$ cat src/rtl/instr_issue_unit.sv
`default_nettype none
// +----------------------------------------------------------------------------+
// | Module      : instr_issue_unit                                             |
// | Description : Fetch/issue front end. Reads instruction words from a        |
// |               synchronous memory, buffers them in a 2-entry FIFO and       |
// |               presents decoded fields over a valid/ready handshake.        |
// |               Handles start, redirect flush, halt sentinel and stalls.     |
// | Options     : ISSUE_CNT_EN - adds a 16-bit completed-transfer counter.     |
// | Revision    : 1.0 - initial release                                        |
// +----------------------------------------------------------------------------+
module instr_issue_unit #(
    parameter int unsigned ADDR_W   = 8,
    parameter int unsigned RESET_PC = 0
) (
    input  logic              clk,
    input  logic              rst,
    input  logic              start,
    input  logic              redirect_valid,
    input  logic [ADDR_W-1:0] redirect_pc,
    output logic              imem_en,
    output logic [ADDR_W-1:0] imem_addr,
    input  logic [31:0]       imem_rdata,
    output logic              out_valid,
    input  logic              out_ready,
    output logic [5:0]        opcode,
    output logic [5:0]        funct,
    output logic [4:0]        rs,
    output logic [4:0]        rt,
    output logic [4:0]        rd,
    output logic [15:0]       imm,
    output logic [ADDR_W-1:0] out_pc,
`ifdef ISSUE_CNT_EN
    output logic [15:0]       issue_count,
`endif
    output logic              halted
);

    localparam logic [ADDR_W-1:0] c_reset_pc = ADDR_W'(RESET_PC);
    localparam logic [5:0]        c_halt_op  = 6'h3F;

    typedef enum logic [1:0] {
        ST_IDLE = 2'd0,
        ST_RUN  = 2'd1,
        ST_HALT = 2'd2
    } state_t;

    state_t r_state;
    state_t w_state_nxt;

    logic [ADDR_W-1:0] r_pc;
    logic              r_inflight;
    logic [ADDR_W-1:0] r_inflight_pc;

    // Two-entry buffer kept as head/tail registers; empty entries hold zeros
    // so the head can drive the field outputs directly.
    logic              r_head_vld;
    logic [31:0]       r_head_instr;
    logic [ADDR_W-1:0] r_head_pc;
    logic              r_tail_vld;
    logic [31:0]       r_tail_instr;
    logic [ADDR_W-1:0] r_tail_pc;

    logic       w_flush;
    logic       w_pop;
    logic       w_push;
    logic       w_push_halt;
    logic       w_issue;
    logic [1:0] w_slots;

    assign w_flush     = start | redirect_valid;
    assign w_pop       = r_head_vld & out_ready;
    assign w_push      = r_inflight & ~w_flush;
    assign w_push_halt = w_push & (imem_rdata[31:26] == c_halt_op);

    // Slots committed after this edge: entry leaving on a pop is already free,
    // which lets the pipeline sustain one instruction per cycle.
    assign w_slots = 2'(r_head_vld) + 2'(r_tail_vld) + 2'(r_inflight) - 2'(w_pop);
    assign w_issue = (r_state == ST_RUN) & ~w_flush & (w_slots < 2'd2);

    // State register
    always_ff @(posedge clk or posedge rst) begin
        if (rst) begin
            r_state <= ST_IDLE;
        end else begin
            r_state <= w_state_nxt;
        end
    end

    // Next-state and memory-port outputs
    always_comb begin
        w_state_nxt = r_state;
        imem_en     = 1'b0;
        imem_addr   = '0;
        halted      = 1'b0;
        case (r_state)
            ST_IDLE: begin
                if (w_flush) begin
                    w_state_nxt = ST_RUN;
                end
            end
            ST_RUN: begin
                if (w_flush) begin
                    w_state_nxt = ST_RUN;
                end else if (w_push_halt) begin
                    w_state_nxt = ST_HALT;
                end
            end
            ST_HALT: begin
                if (w_flush) begin
                    w_state_nxt = ST_RUN;
                end
                halted = ~r_head_vld;
            end
            default: begin
                w_state_nxt = ST_IDLE;
            end
        endcase
        if (w_issue) begin
            imem_en   = 1'b1;
            imem_addr = r_pc;
        end
    end

    // PC sequencing: redirect beats start, otherwise advance on each read
    always_ff @(posedge clk or posedge rst) begin
        if (rst) begin
            r_pc <= c_reset_pc;
        end else if (redirect_valid) begin
            r_pc <= redirect_pc;
        end else if (start) begin
            r_pc <= c_reset_pc;
        end else if (w_issue) begin
            r_pc <= r_pc + ADDR_W'(1);
        end
    end

    // In-flight tag; a read issued alongside a halt capture is dropped
    always_ff @(posedge clk or posedge rst) begin
        if (rst) begin
            r_inflight    <= 1'b0;
            r_inflight_pc <= '0;
        end else begin
            r_inflight <= w_issue & ~w_push_halt;
            if (w_issue) begin
                r_inflight_pc <= r_pc;
            end
        end
    end

    // Output buffer push/pop with flush on start or redirect
    always_ff @(posedge clk or posedge rst) begin
        if (rst) begin
            r_head_vld   <= 1'b0;
            r_head_instr <= '0;
            r_head_pc    <= '0;
            r_tail_vld   <= 1'b0;
            r_tail_instr <= '0;
            r_tail_pc    <= '0;
        end else if (w_flush) begin
            r_head_vld   <= 1'b0;
            r_head_instr <= '0;
            r_head_pc    <= '0;
            r_tail_vld   <= 1'b0;
            r_tail_instr <= '0;
            r_tail_pc    <= '0;
        end else begin
            case ({w_push, w_pop})
                2'b11: begin
                    if (r_tail_vld) begin
                        r_head_instr <= r_tail_instr;
                        r_head_pc    <= r_tail_pc;
                        r_tail_instr <= imem_rdata;
                        r_tail_pc    <= r_inflight_pc;
                    end else begin
                        r_head_instr <= imem_rdata;
                        r_head_pc    <= r_inflight_pc;
                    end
                end
                2'b10: begin
                    if (r_head_vld) begin
                        r_tail_vld   <= 1'b1;
                        r_tail_instr <= imem_rdata;
                        r_tail_pc    <= r_inflight_pc;
                    end else begin
                        r_head_vld   <= 1'b1;
                        r_head_instr <= imem_rdata;
                        r_head_pc    <= r_inflight_pc;
                    end
                end
                2'b01: begin
                    r_head_vld   <= r_tail_vld;
                    r_head_instr <= r_tail_instr;
                    r_head_pc    <= r_tail_pc;
                    r_tail_vld   <= 1'b0;
                    r_tail_instr <= '0;
                    r_tail_pc    <= '0;
                end
                default: begin
                end
            endcase
        end
    end

    assign out_valid = r_head_vld;
    assign out_pc    = r_head_pc;
    assign opcode    = r_head_instr[31:26];
    assign rs        = r_head_instr[25:21];
    assign rt        = r_head_instr[20:16];
    assign rd        = r_head_instr[15:11];
    assign imm       = r_head_instr[15:0];
    assign funct     = r_head_instr[5:0];

`ifdef ISSUE_CNT_EN
    logic [15:0] r_issue_count;

    // Completed-transfer counter; start clears it, redirect does not
    always_ff @(posedge clk or posedge rst) begin
        if (rst) begin
            r_issue_count <= '0;
        end else if (start) begin
            r_issue_count <= '0;
        end else if (w_pop) begin
            r_issue_count <= r_issue_count + 16'd1;
        end
    end

    assign issue_count = r_issue_count;
`else
    // Transfer counter not present in this build.
`endif

endmodule
`default_nettype wire

$ cat config.mk
export PLATFORM = sky130hd
export DESIGN_NAME = instr_issue_unit
export DESIGN_NICKNAME = d
export VERILOG_FILES = /design/src/rtl/instr_issue_unit.sv
export SDC_FILE = /design/constraint.sdc
export NUM_CORES = 1
export LEC_CHECK = 0
export ABC_AREA = 1
export CAP_MARGIN = 20
export CORE_MARGIN = 3
export CORE_UTILIZATION = 53
export DETAILED_ROUTE_END_ITERATION = 10
export PLACE_DENSITY = 0.93
export SLEW_MARGIN = 5
export SYNTH_ARGS = -nofsm -noshare
export SYNTH_HDL_FRONTEND = slang
export SYNTH_SLANG_ARGS = --single-unit
$ cat constraint.sdc
create_clock -name clk -period 4.73 [get_ports clk]
set_input_delay 0.946 -clock clk [delete_from_list [all_inputs] [get_ports clk]]
set_output_delay 0.946 -clock clk [all_outputs]
set_load 0.05 [all_outputs]
After elaboration in Yosys (flattened, before gate mapping)
Cells that the tools add are included.

Bits in registers: 101. Input bits: 45. Output and inout bits: 62. Logic and storage cells: 76.

Add/sub/neg operators: 4. Magnitude comparators: 1. Eq/ne operators: 11. Mux-type cells: 31. Bitwise operators: 10. Reductions and logical operators: 9.

Operators by type and width (count): two-way mux 32 bit (6); one-hot mux 32 bit (3 select lines) (2); two-way mux 8 bit (10); one-hot mux 8 bit (3 select lines) (2); inequality test 3 bit (second input constant) (4); adder 8 x 1 -> 8 bit (second input constant) (1); bitwise AND 1 bit (6); equality test 2 bit (second input constant) (3); equality test 6 bit (second input constant) (1); two-way mux 2 bit (3); AND reduction 2 bit (3); nonzero test 3 bit (2); two-way mux 1 bit (5); equality test 2 x 1 -> 1 bit (second input constant) (2); one-hot mux 1 bit (2 select lines) (2); one-hot mux 2 bit (2 select lines) (1); nonzero test 4 bit (1); inverter 1 bit (3); AND reduction 3 bit (1); adder 1 x 1 -> 2 bit (1); adder 2 x 1 -> 2 bit (1); zero test 2 bit (1); less-than comparator 2 bit (second input constant) (1); inequality test 2 x 1 -> 1 bit (second input constant) (1); other kinds (3) (3).

Longest topological paths before layout
Gate-level depths: netlist (run 1).

Depth after elaboration: 8. Gate-level depth with buffers: 14.

Worst setup path after synthesis (run 1)
Ideal clock, no wire load.

Path type: in2out. Start: input out_ready. End: output imem_addr[0]. Data arrival time: 2.796 ns. Required time: 3.784 ns. Setup slack: 0.988 ns. Stages: 10. Buffers on the path: 1. Path through: nand2_1 -> inv_1 -> ha_1 -> inv_1 -> ha_1 -> nand2_1 -> a21o_1 -> nand3_2 -> buf_2 -> nor2_1.

Longest elaborated chain between the ends: 5.

Ends and longest elaborated chain: start, declared (RTL line 24) `input logic out_ready,`; bitwise AND 1 bit (RTL line 71) `assign w_pop = r_head_vld & out_ready;`; subtractor 2 x 1 -> 2 bit (RTL line 77) `assign w_slots = 2'(r_head_vld) + 2'(r_tail_vld) + 2'(r_inflight) - 2'(w_pop);`; less-than comparator 2 bit (RTL line 78) `assign w_issue = (r_state == ST_RUN) & ~w_flush & (w_slots < 2'd2);`; bitwise AND 1 bit (RTL line 78); two-way mux 8 bit (RTL line 118) `if (w_issue) begin`; end, declared (RTL line 21) `output logic [ADDR_W-1:0] imem_addr,`.

No other way between the ends.

Worst setup path in the final report (run 1)
Start: input out_ready. End: output imem_addr[7].

Same word-level chain as after synthesis.

==> results of run 1 <==
kinds of logic after synthesis:
family	after synthesis
compound gates	181
flops	101
simple gates	424
buf+inv	129
fa+ha+maj	6
registers in the layout, summed over array words and instances (netlist names):
| signal | count |
|---|---|
| out_valid | 1 |
| r_tail_instr | 32 |
| r_pc | 8 |
| r_tail_vld | 1 |
| r_state | 2 |
| r_inflight | 1 |
| out_pc | 8 |
| r_tail_pc | 8 |
| r_inflight_pc | 8 |
| r_head_instr | 32 |
cells in the final DEF (no fill, tap or decap), types with 3 or more instances in the layout:
cell type / Yosys / layout
a21oi_1: 41 / 41
buf_12: 0 / 8
buf_4: 15 / 10
bufinv_16: 0 / 3
clkbuf_8: 0 / 9
clkdlybuf4s50_1: 0 / 97
dfrtp_1: 101 / 100
ha_1: 6 / 6
inv_1: 65 / 64
nand2_1: 378 / 378
nand3_1: 18 / 18
nor2_1: 18 / 17
o21ai_0: 87 / 87
o21ai_1: 48 / 48
metrics by stage:
step                      cells  util (%)  hold WS, ns  setup slack [ns]
after floorplan             841         -        0.459             0.988
after global placement     1030      65.3        0.460             0.855
after detailed placement   1030      65.3        0.465             0.745
after CTS                  1045      67.6        0.490             0.725
after global routing       1045      67.6        0.515             0.584
final                      1045      67.6        0.483             0.726
metal layers:
metal	vias up	wire length [um]	global-route usage, %
met5	-	0	0
met4	0	170	6.40
met3	17	809	2.85
met2	209	7300	41.5
met1	2654	6310	32.2
li1	2752	-	-
path summary, 6_finish.rpt:
| path | cells after the start | start | endpoint | slack (ns) |
|---|---|---|---|---|
| hold reg to reg | 2 | r_head_instr[20]$_DFFE_PP0P_ | r_head_instr[20]$_DFFE_PP0P_ | 0.48 |
| max in group asynchronous | 3 | rst | r_head_instr[27]$_DFFE_PP0P_ | 2.68 |
| hold / removal | 2 | r_head_instr[20]$_DFFE_PP0P_ | r_head_instr[20]$_DFFE_PP0P_ | 0.48 |
| setup / recovery | 11 | out_ready | imem_addr[7] | 0.73 |
| min in group asynchronous | 2 | rst | r_tail_instr[1]$_DFFE_PP0P_ | 1.12 |
| setup reg to reg | 7 | out_valid$_DFFE_PP0P_ | r_head_instr[3]$_DFFE_PP0P_ | 2.20 |
cell type report:
type                       count  area (um2)
clock buffer                  10         128
fill                         852        3390
inverter                      67         256
clock inverter                 5         109
multi-input combinational    611        2670
tap                          136         170
sequential                   101        2530
timing repair buffer         115        1210
power by group through the flow:
| stage | clock network, uW | registers [uW] | logic (uW) |
|---|---|---|---|
| after global routing | 705 | 982 | 499 |
| after global placement | 0 | 986 | 446 |
| final | 664 | 973 | 456 |
| after detailed placement | 0 | 988 | 456 |
| after floorplan | 0 | 1050 | 239 |
| after CTS | 671 | 972 | 458 |
worst max-delay path: stages:
cell             delay (ns)
clkdlybuf4s50_1        0.47
nand2_1                0.08
inv_1                  0.13
ha_1                   0.24
inv_1                  0.05
ha_1                   0.21
nand2_1                0.08
a21o_1                 0.12
nand3_2                0.23
nor2_1                 0.31
buf_12                 0.18
==> impl_metrics.py, run 1 <==
metrics = {
    "sta": {
        "finalSetupViolCount": 0,
        "tightest_slew_ns": 0.985,
        "timing_hold_violations_final": 0,
        "fin_skew_ns": 0.00997,
        "maxSlewHeadroom_pct": 34.1,
        "tns_ns": 0,
        "final_max_slew_viol_count": 0,
        "fin_crit_sh_pct": 84.6,
        "max_freq_mhz": 250,
        "rsz0062_at_grt": "no",
        "post-route-min-period_ns": 4.00,
    },
    "routing": {
        "wl_per_cell_um": 14.0,
        "drtAntennaViolNets": 0,
        "drt_wl_total_um": 14600,
        "drc": 0,
        "dr.pass1.iters": 5,
        "drt-vias-per-instance": 5.39,
        "num_vias": 5632,
        "drt-initial-drc-count": 597,
    },
    "placement": {
        "io_buffer_count": 106,
        "gp_congestion": 0.871,
        "place_area_mm2": 0.00683,
        "dp_hpwl_um": 9380,
    },
    "die": {
        "die_area_mm2": 0.0122,
        "fp.dieW_um": 111,
        "die_h_um": 111,
        "start_util_pct": 55.4,
        "io_pins": 107,
        "placementRows": 37,
        "core_mm2": 0.0105,
    },
    "power": {
        "finalPower_uw": 2090,
        "p_int_uw": 1430,
        "power.clock.fraction_pct": 31.7,
        "switching_share_pct": 31.6,
        "seq_power_share_pct": 46.5,
        "ir_drop_v": 0.000187,
        "pwr-share-comb_pct": 21.8,
        "switching_power_uw": 661,
        "leakagePower_uw": 0.00327,
        "power-per-cell-area_mw_per_mm2": 296,
    },
    "cts": {
        "cts_tree": "built",
        "clk-insertion-delay-late_ns": 0.36,
        "cts.reportedPaths.clkPinSlew_ns": 0.10,
        "clk_path_buf_depth": 2,
        "cts_max_level": 3,
        "cts.sinks": 101,
        "post-cts-setup-buffers": 0,
        "cts_root_buf": "clkbuf_8",
        "post_cts_resized": 0,
        "cts_made_buffers": 9,
        "cts_hold_buffers": 0,
    },
    "critical_path": {
        "critPathKind": "in -> out",
        "worstPathArrival_ns": 3.06,
        "required_ns": 3.78,
        "cp_max_fo": 15,
        "end_kind": "output pin",
        "cp-start-kind": "primary input",
    },
    "yosys": {
        "syn_area_per_cell_um2": 6.89,
        "netlist_top_cells_count": "nand2_1, dfrtp_1, o21ai_0",
        "yosys.area_share.simple_pct": 28.8,
        "syn_inst": 841,
        "syn_nets": 892,
        "synth_top_family_by_area": "simple AND/OR/NAND/NOR gates",
        "synth-edff-count": 0,
        "synth_compound_area_share_pct": 15.8,
        "synth.area.top_cells": "dfrtp_1, nand2_1, o21ai_0, inv_1, o21ai_1",
        "yosysMostFrequentCell": "nand2_1",
        "async_reset_ff_share_pct": 100,
        "synth_top_cell_by_area": "dfrtp_1",
        "ys_warn_count": 0,
        "synth-main-ff-cell": "dfrtp_1",
        "syn_area_mm2": 0.00580,
        "ys_ff_latch": 101,
        "synthXorXnorAreaFrac_pct": 0,
        "synthMuxAreaShare_pct": 0,
        "synth_top_area_share_pct": 43.6,
        "synth_fa_ha_area_share_pct": 1.29,
        "synth_cell_type_count": 27,
        "yosysSeqAreaShare_pct": 43.6,
    },
    "global_routing": {
        "grt_pass1_vias": 5339,
        "antenna_found_initial": 0,
        "grt_pass1_wl_um": 25100,
        "grt_max_degree": 84,
        "gr-total-overflow": 0,
        "track_usage_pct": 24.1,
    },
    "run_status": {
        "status": "complete, no violations",
    },
    "finish": {
        "nets": 956,
        "drive_above_1_share_pct": 4.84,
        "areaGrowthSynthToFinish_pct": 21.9,
        "post-route-cell-area_mm2": 0.00707,
        "antennaDiodeCount": 0,
    },
    "job": {
        "maxCapViolations": 0,
    },
    "worst_hold_path": {
        "hold_class": "reg -> reg",
    },
}
Note: power is estimated with default switching activity, not from simulation.
==> inputs of run 2 (changes only) <==
Clock period 4.73 ns to 3.93 ns, I/O delays scaled along.
==> run 2 against run 1 <==
Against the previous run:
- sequential power is 20% higher
- critical path depth stayed put
- sequential share of layout area is 0.13 points lower
- final area is 0.35% higher
- die area stayed put
- critical endpoint unchanged
==> impl_metrics.py, run 2 (synthesized netlist as in run 1, its figures left out) <==
metrics = {
    "run_status": {
        "status": "complete, no violations",
    },
    "global_routing": {
        "track_usage_pct": 23.7,
        "grt_pass1_vias": 5267,
        "grt_max_degree": 84,
        "gr-total-overflow": 0,
        "grt_pass1_wl_um": 24900,
        "antenna_found_initial": 0,
    },
    "placement": {
        "dp_hpwl_um": 9410,
        "io_buffer_count": 106,
        "dp.cells": 1034,
        "gp_congestion": 0.900,
        "dpl_worst_slack_ns": 0.378,
    },
    "critical_path": {
        "end_kind": "output pin",
        "timing.rr.end": "r_pc[2]$_DFFE_PP0P_",
        "r2r_cells": 12,
        "regToRegSetupSlack_ns": 1.45,
        "r2r_start": "out_valid$_DFFE_PP0P_",
        "worstPathArrival_ns": 2.78,
        "cp_max_fo": 10,
        "critPathKind": "in -> out",
        "required_ns": 3.14,
        "cp-start-kind": "primary input",
    },
    "sta": {
        "finalSetupViolCount": 0,
        "setup_ws_ns": 0.366,
        "max_freq_mhz": 281,
        "fin_hold_ws_ns": 0.491,
        "tns_ns": 0,
        "post-route-min-period_ns": 3.56,
        "fin_skew_ns": 0.0105,
        "final_max_slew_viol_count": 0,
        "rsz0062_at_grt": "no",
        "maxSlewHeadroom_pct": 38.6,
        "tightest_slew_ns": 0.919,
        "timing_hold_violations_final": 0,
        "fin_crit_sh_pct": 90.7,
    },
    "die": {
        "die_area_mm2": 0.0122,
        "placementRows": 37,
        "die_h_um": 111,
        "core_mm2": 0.0105,
        "fp.dieW_um": 111,
        "io_pins": 107,
        "start_util_pct": 55.4,
    },
    "cts": {
        "clk_path_buf_depth": 2,
        "post-cts-setup-buffers": 0,
        "cts_hold_buffers": 0,
        "post_cts_resized": 0,
        "cts_root_buf": "clkbuf_8",
        "cts_tree": "built",
        "clk-insertion-delay-late_ns": 0.37,
        "cts_made_buffers": 9,
        "cts.sinks": 101,
        "cts_max_level": 3,
        "cts.reportedPaths.clkPinSlew_ns": 0.11,
    },
    "worst_hold_path": {
        "hold_depth": 2,
        "hold_class": "reg -> reg",
        "whs_endpoint": "r_head_instr[30]$_DFFE_PP0P_",
        "hold_start": "r_head_instr[30]$_DFFE_PP0P_",
    },
    "routing": {
        "num_vias": 5564,
        "wl_per_cell_um": 13.5,
        "drtAntennaViolNets": 0,
        "drt-vias-per-instance": 5.30,
        "dr.pass1.iters": 6,
        "drt-initial-drc-count": 578,
        "drt_wl_total_um": 14200,
        "drc": 0,
    },
    "power": {
        "ir_drop_v": 0.000174,
        "power-per-cell-area_mw_per_mm2": 333,
        "leakagePower_uw": 0.00328,
    },
    "finish": {
        "antennaDiodeCount": 0,
        "layoutNonFillerInstCount": 1050,
        "final_util_pct": 67.8,
        "areaGrowthSynthToFinish_pct": 22.4,
        "final_cell_mix": "nand2_1, dfrtp_1, clkdlybuf4s50_1",
        "layout_commonest_cell": "nand2_1",
        "largestRegisters": "r_head_instr: 32 flops, r_tail_instr: 32 flops",
        "nets": 960,
        "drive_above_1_share_pct": 5.47,
        "fillers": 894,
    },
    "job": {
        "maxCapViolations": 0,
    },
}
## run 2: cell types whose count changed in the layout (fill, tap and decap cells not counted), sizes merged
cell	previous run	this run
clkinv	0	2
clkbuf	10	9
inv	68	70
bufinv	3	0
buf	18	22
clkinvlp	1	2
## run 2: worst max-delay path: stages
cell and delay (ns):
clkdlybuf4s50_1 0.45, nand2_1 0.07, inv_1 0.14, ha_1 0.24, inv_1 0.05, ha_1 0.21, nand2_1 0.08, a21o_1 0.12
nand3_2 0.18, nor2_1 0.26, buf_12 0.17
## run 2: worst max path at each step
| stage | startpoint | end | slack [ns] | depth (start not counted) |
|---|---|---|---|---|
| after floorplan | rst | out_pc[0]$_DFFE_PP0P_ | 0.50 | 1 |
| after global placement | out_ready | imem_addr[7] | 0.39 | 11 |
| after detailed placement | redirect_valid | r_head_instr[19]$_DFFE_PP0P_ | 0.38 | 11 |
| after CTS | out_ready | imem_addr[7] | 0.37 | 11 |
| after global routing | out_ready | imem_addr[6] | 0.21 | 11 |
| final | out_ready | imem_addr[7] | 0.37 | 11 |
## run 2: metrics by stage
step	cell area (um2)	total power, uW
floorplan	5800	1550
global placement	6910	1730
detailed placement	6910	1750
CTS	7100	2360
global route	7100	2480
finish	7100	2360
## run 2: final cells by class
class	count	area [um2]	area share (%)
Inverter	67	256	3.61
Multi-Input combinational cell	611	2670	37.7
Clock inverter	7	57.6	0.811
Tap cell	136	170	2.40
Sequential cell	101	2530	35.6
Clock buffer	9	124	1.75
Timing Repair Buffer	119	1290	18.1
## run 2: report_power, final
group	total [uW]	internal (uW)	switching (uW)
clock	631	240	392
sequential	1170	1110	59.1
combinational	558	196	363
## run 2: routing by layer
layer | track usage [%] | routed length, um | part of all wire, %
met2 | 39.6 | 6780 | 48
met1 | 32.4 | 6340 | 45
met4 | 5.25 | 237 | 1.7
met3 | 4.38 | 803 | 5.7
met5 | 0 | 0 | 0
==> inputs of run 3 (changes only) <==
Settings changed: GPL_TIMING_DRIVEN set to 0.
==> run 3 against run 2 <==
Against the previous run:
- final area up 1.6%
- clock power grew 12%
- register-to-register slack improved by 0.16 ns
- die area did not move
- first-iteration DRC count is 2.8% higher
- setup slack worse by 0.15 ns
- via count rose by 6.1%
- critical path type unchanged
- non-clock buffer count grew 49
- maximum frequency decreased by 4.1%
- sequential cell count did not move
- critical endpoint is now imem_addr[3]
==> impl_metrics.py, run 3 (synthesized netlist as in run 1, its figures left out) <==
metrics = {
    "sta": {
        "tns_ns": 0,
        "post-route-min-period_ns": 3.72,
        "maxSlewHeadroom_pct": 61.3,
        "tightest_slew_ns": 0.581,
        "fin_crit_sh_pct": 94.6,
        "fin_skew_ns": 0.0113,
        "finalSetupViolCount": 0,
        "rsz0062_at_grt": "no",
        "timing_hold_violations_final": 0,
        "final_max_slew_viol_count": 0,
        "max_freq_mhz": 269,
    },
    "run_status": {
        "status": "complete, no violations",
    },
    "global_routing": {
        "grt_max_degree": 60,
        "grt_pass1_wl_um": 25600,
        "gr-total-overflow": 0,
        "antenna_found_initial": 0,
        "track_usage_pct": 24.6,
        "grt_pass1_vias": 5571,
    },
    "die": {
        "core_mm2": 0.0105,
        "placementRows": 37,
        "io_pins": 107,
        "die_area_mm2": 0.0122,
        "fp.dieW_um": 111,
        "die_h_um": 111,
        "start_util_pct": 55.4,
    },
    "placement": {
        "place_area_mm2": 0.00705,
        "io_buffer_count": 105,
        "dp_hpwl_um": 10900,
        "dp.cells": 1083,
        "gp_congestion": 0.914,
    },
    "routing": {
        "drt-vias-per-instance": 5.37,
        "drt-initial-drc-count": 594,
        "drt_wl_total_um": 15200,
        "drtAntennaViolNets": 0,
        "drc": 0,
        "wl_per_cell_um": 13.8,
        "num_vias": 5902,
        "dr.pass1.iters": 7,
    },
    "cts": {
        "cts_hold_buffers": 0,
        "cts_tree": "built",
        "cts.reportedPaths.clkPinSlew_ns": 0.11,
        "clk_path_buf_depth": 2,
        "cts_root_buf": "clkbuf_8",
        "clk-insertion-delay-late_ns": 0.38,
        "cts_made_buffers": 9,
        "cts.sinks": 101,
        "cts_max_level": 3,
    },
    "worst_hold_path": {
        "hold_depth": 2,
        "hold_class": "reg -> reg",
        "hold_start": "r_head_instr[22]$_DFFE_PP0P_",
    },
    "critical_path": {
        "cp-startpoint": "out_ready",
        "cp_max_fo": 10,
        "crit_slowest_cell": "clkdlybuf4s50_1",
        "worstPathArrival_ns": 2.93,
        "r2r_cells": 11,
        "r2r_start": "out_valid$_DFFE_PP0P_",
        "required_ns": 3.14,
        "path_cells": "clkdlybuf4s50_1 > nand2_1 > inv_1 > ha_1 > inv_1 > ha_1 > nand2_1 > a21o_1 > nand3_2 > buf_2 > nor2_1 > buf_2",
        "slowest_delay_ns": 0.48,
        "end_kind": "output pin",
        "critPathKind": "in -> out",
        "cp-start-kind": "primary input",
    },
    "finish": {
        "final_util_pct": 68.9,
        "largestRegisters": "r_head_instr: 32 flops, r_tail_instr: 32 flops",
        "layout_commonest_cell": "nand2_1",
        "areaGrowthSynthToFinish_pct": 24.4,
        "antennaDiodeCount": 0,
        "drive_above_1_share_pct": 7.68,
        "nets": 1009,
        "final_cell_mix": "nand2_1, dfrtp_1, clkdlybuf4s50_1",
        "layoutNonFillerInstCount": 1099,
        "post-route-cell-area_mm2": 0.00721,
    },
    "power": {
        "power-per-cell-area_mw_per_mm2": 340,
        "ir_drop_v": 0.000183,
        "leakagePower_uw": 0.00343,
    },
    "job": {
        "maxCapViolations": 0,
    },
}
## run 3: changes by cell type in the layout (fill, tap and decap cells not counted), moves of 2 or more
| cell | previous run | this run |
|---|---|---|
| buf_6 | 0 | 6 |
| buf_2 | 0 | 26 |
| buf_12 | 12 | 0 |
| nor2_4 | 2 | 0 |
| clkbuf_1 | 0 | 19 |
| buf_4 | 10 | 15 |
| buf_1 | 0 | 5 |
## run 3: path summary, 6_finish.rpt
check                                               end  slack (ns)
max                                        imem_addr[3]        0.21
min                        r_head_instr[22]$_DFFE_PP0P_        0.49
max reg2reg                r_head_instr[27]$_DFFE_PP0P_        1.61
min reg2reg                r_head_instr[22]$_DFFE_PP0P_        0.49
max in group asynchronous  r_tail_instr[31]$_DFFE_PP0P_        2.43
min in group asynchronous  r_tail_instr[24]$_DFFE_PP0P_        0.82
## run 3: where the power goes
group | leakage (uW) | internal (uW) | total (uW) | switching, uW
Clock | 0.000102 | 320 | 705 | 385
Sequential | 0.00135 | 1110 | 1170 | 59.0
Combinational | 0.00197 | 199 | 573 | 374
Total | 0.00343 | 1630 | 2450 | 817
## run 3: final cells by class
class	instances	area, um2
fill	828	3250
multi-input combinational	611	2660
sequential	101	2530
timing repair buffer	106	1030
buffer	62	357
inverter	67	256
tap	136	170
clock buffer	11	141
clock inverter	5	66.3
## run 3: metal layers
layer | up-vias | GRT usage [%] | wire [um]
met5 | - | 0 | 0
met4 | 0 | 8.54 | 372
met3 | 39 | 4.71 | 1240
met2 | 304 | 41.3 | 7320
met1 | 2695 | 31.9 | 6230
li1 | 2864 | - | -
## run 3: critical path: cells and delay by family
kind,cells,cell delay (ns)
buffers and inverters,5,1.15
AOI/OAI and AO/OA,1,0.13
adders and majority gates,2,0.45
and+or+nand+nor,4,0.41
## run 3: timing repair
item	4_1_cts	5_1_grt
setup buffers	0	0
gates resized for setup	25	18
endpoints found under the setup margin	9	9
endpoints found under the hold margin	0	0
## run 3: metrics by stage
stage	total power, uW	setup slack (ns)	hold slack (ns)
4_1_cts	2450	0.0154	0.492
5_1_grt	2540	0.0325	0.503
2_1_floorplan	1550	0.497	0.459
3_5_place_dp	1760	-0.320	0.464
6_report	2450	0.213	0.486
3_3_place_gp	1740	-0.999	0.461
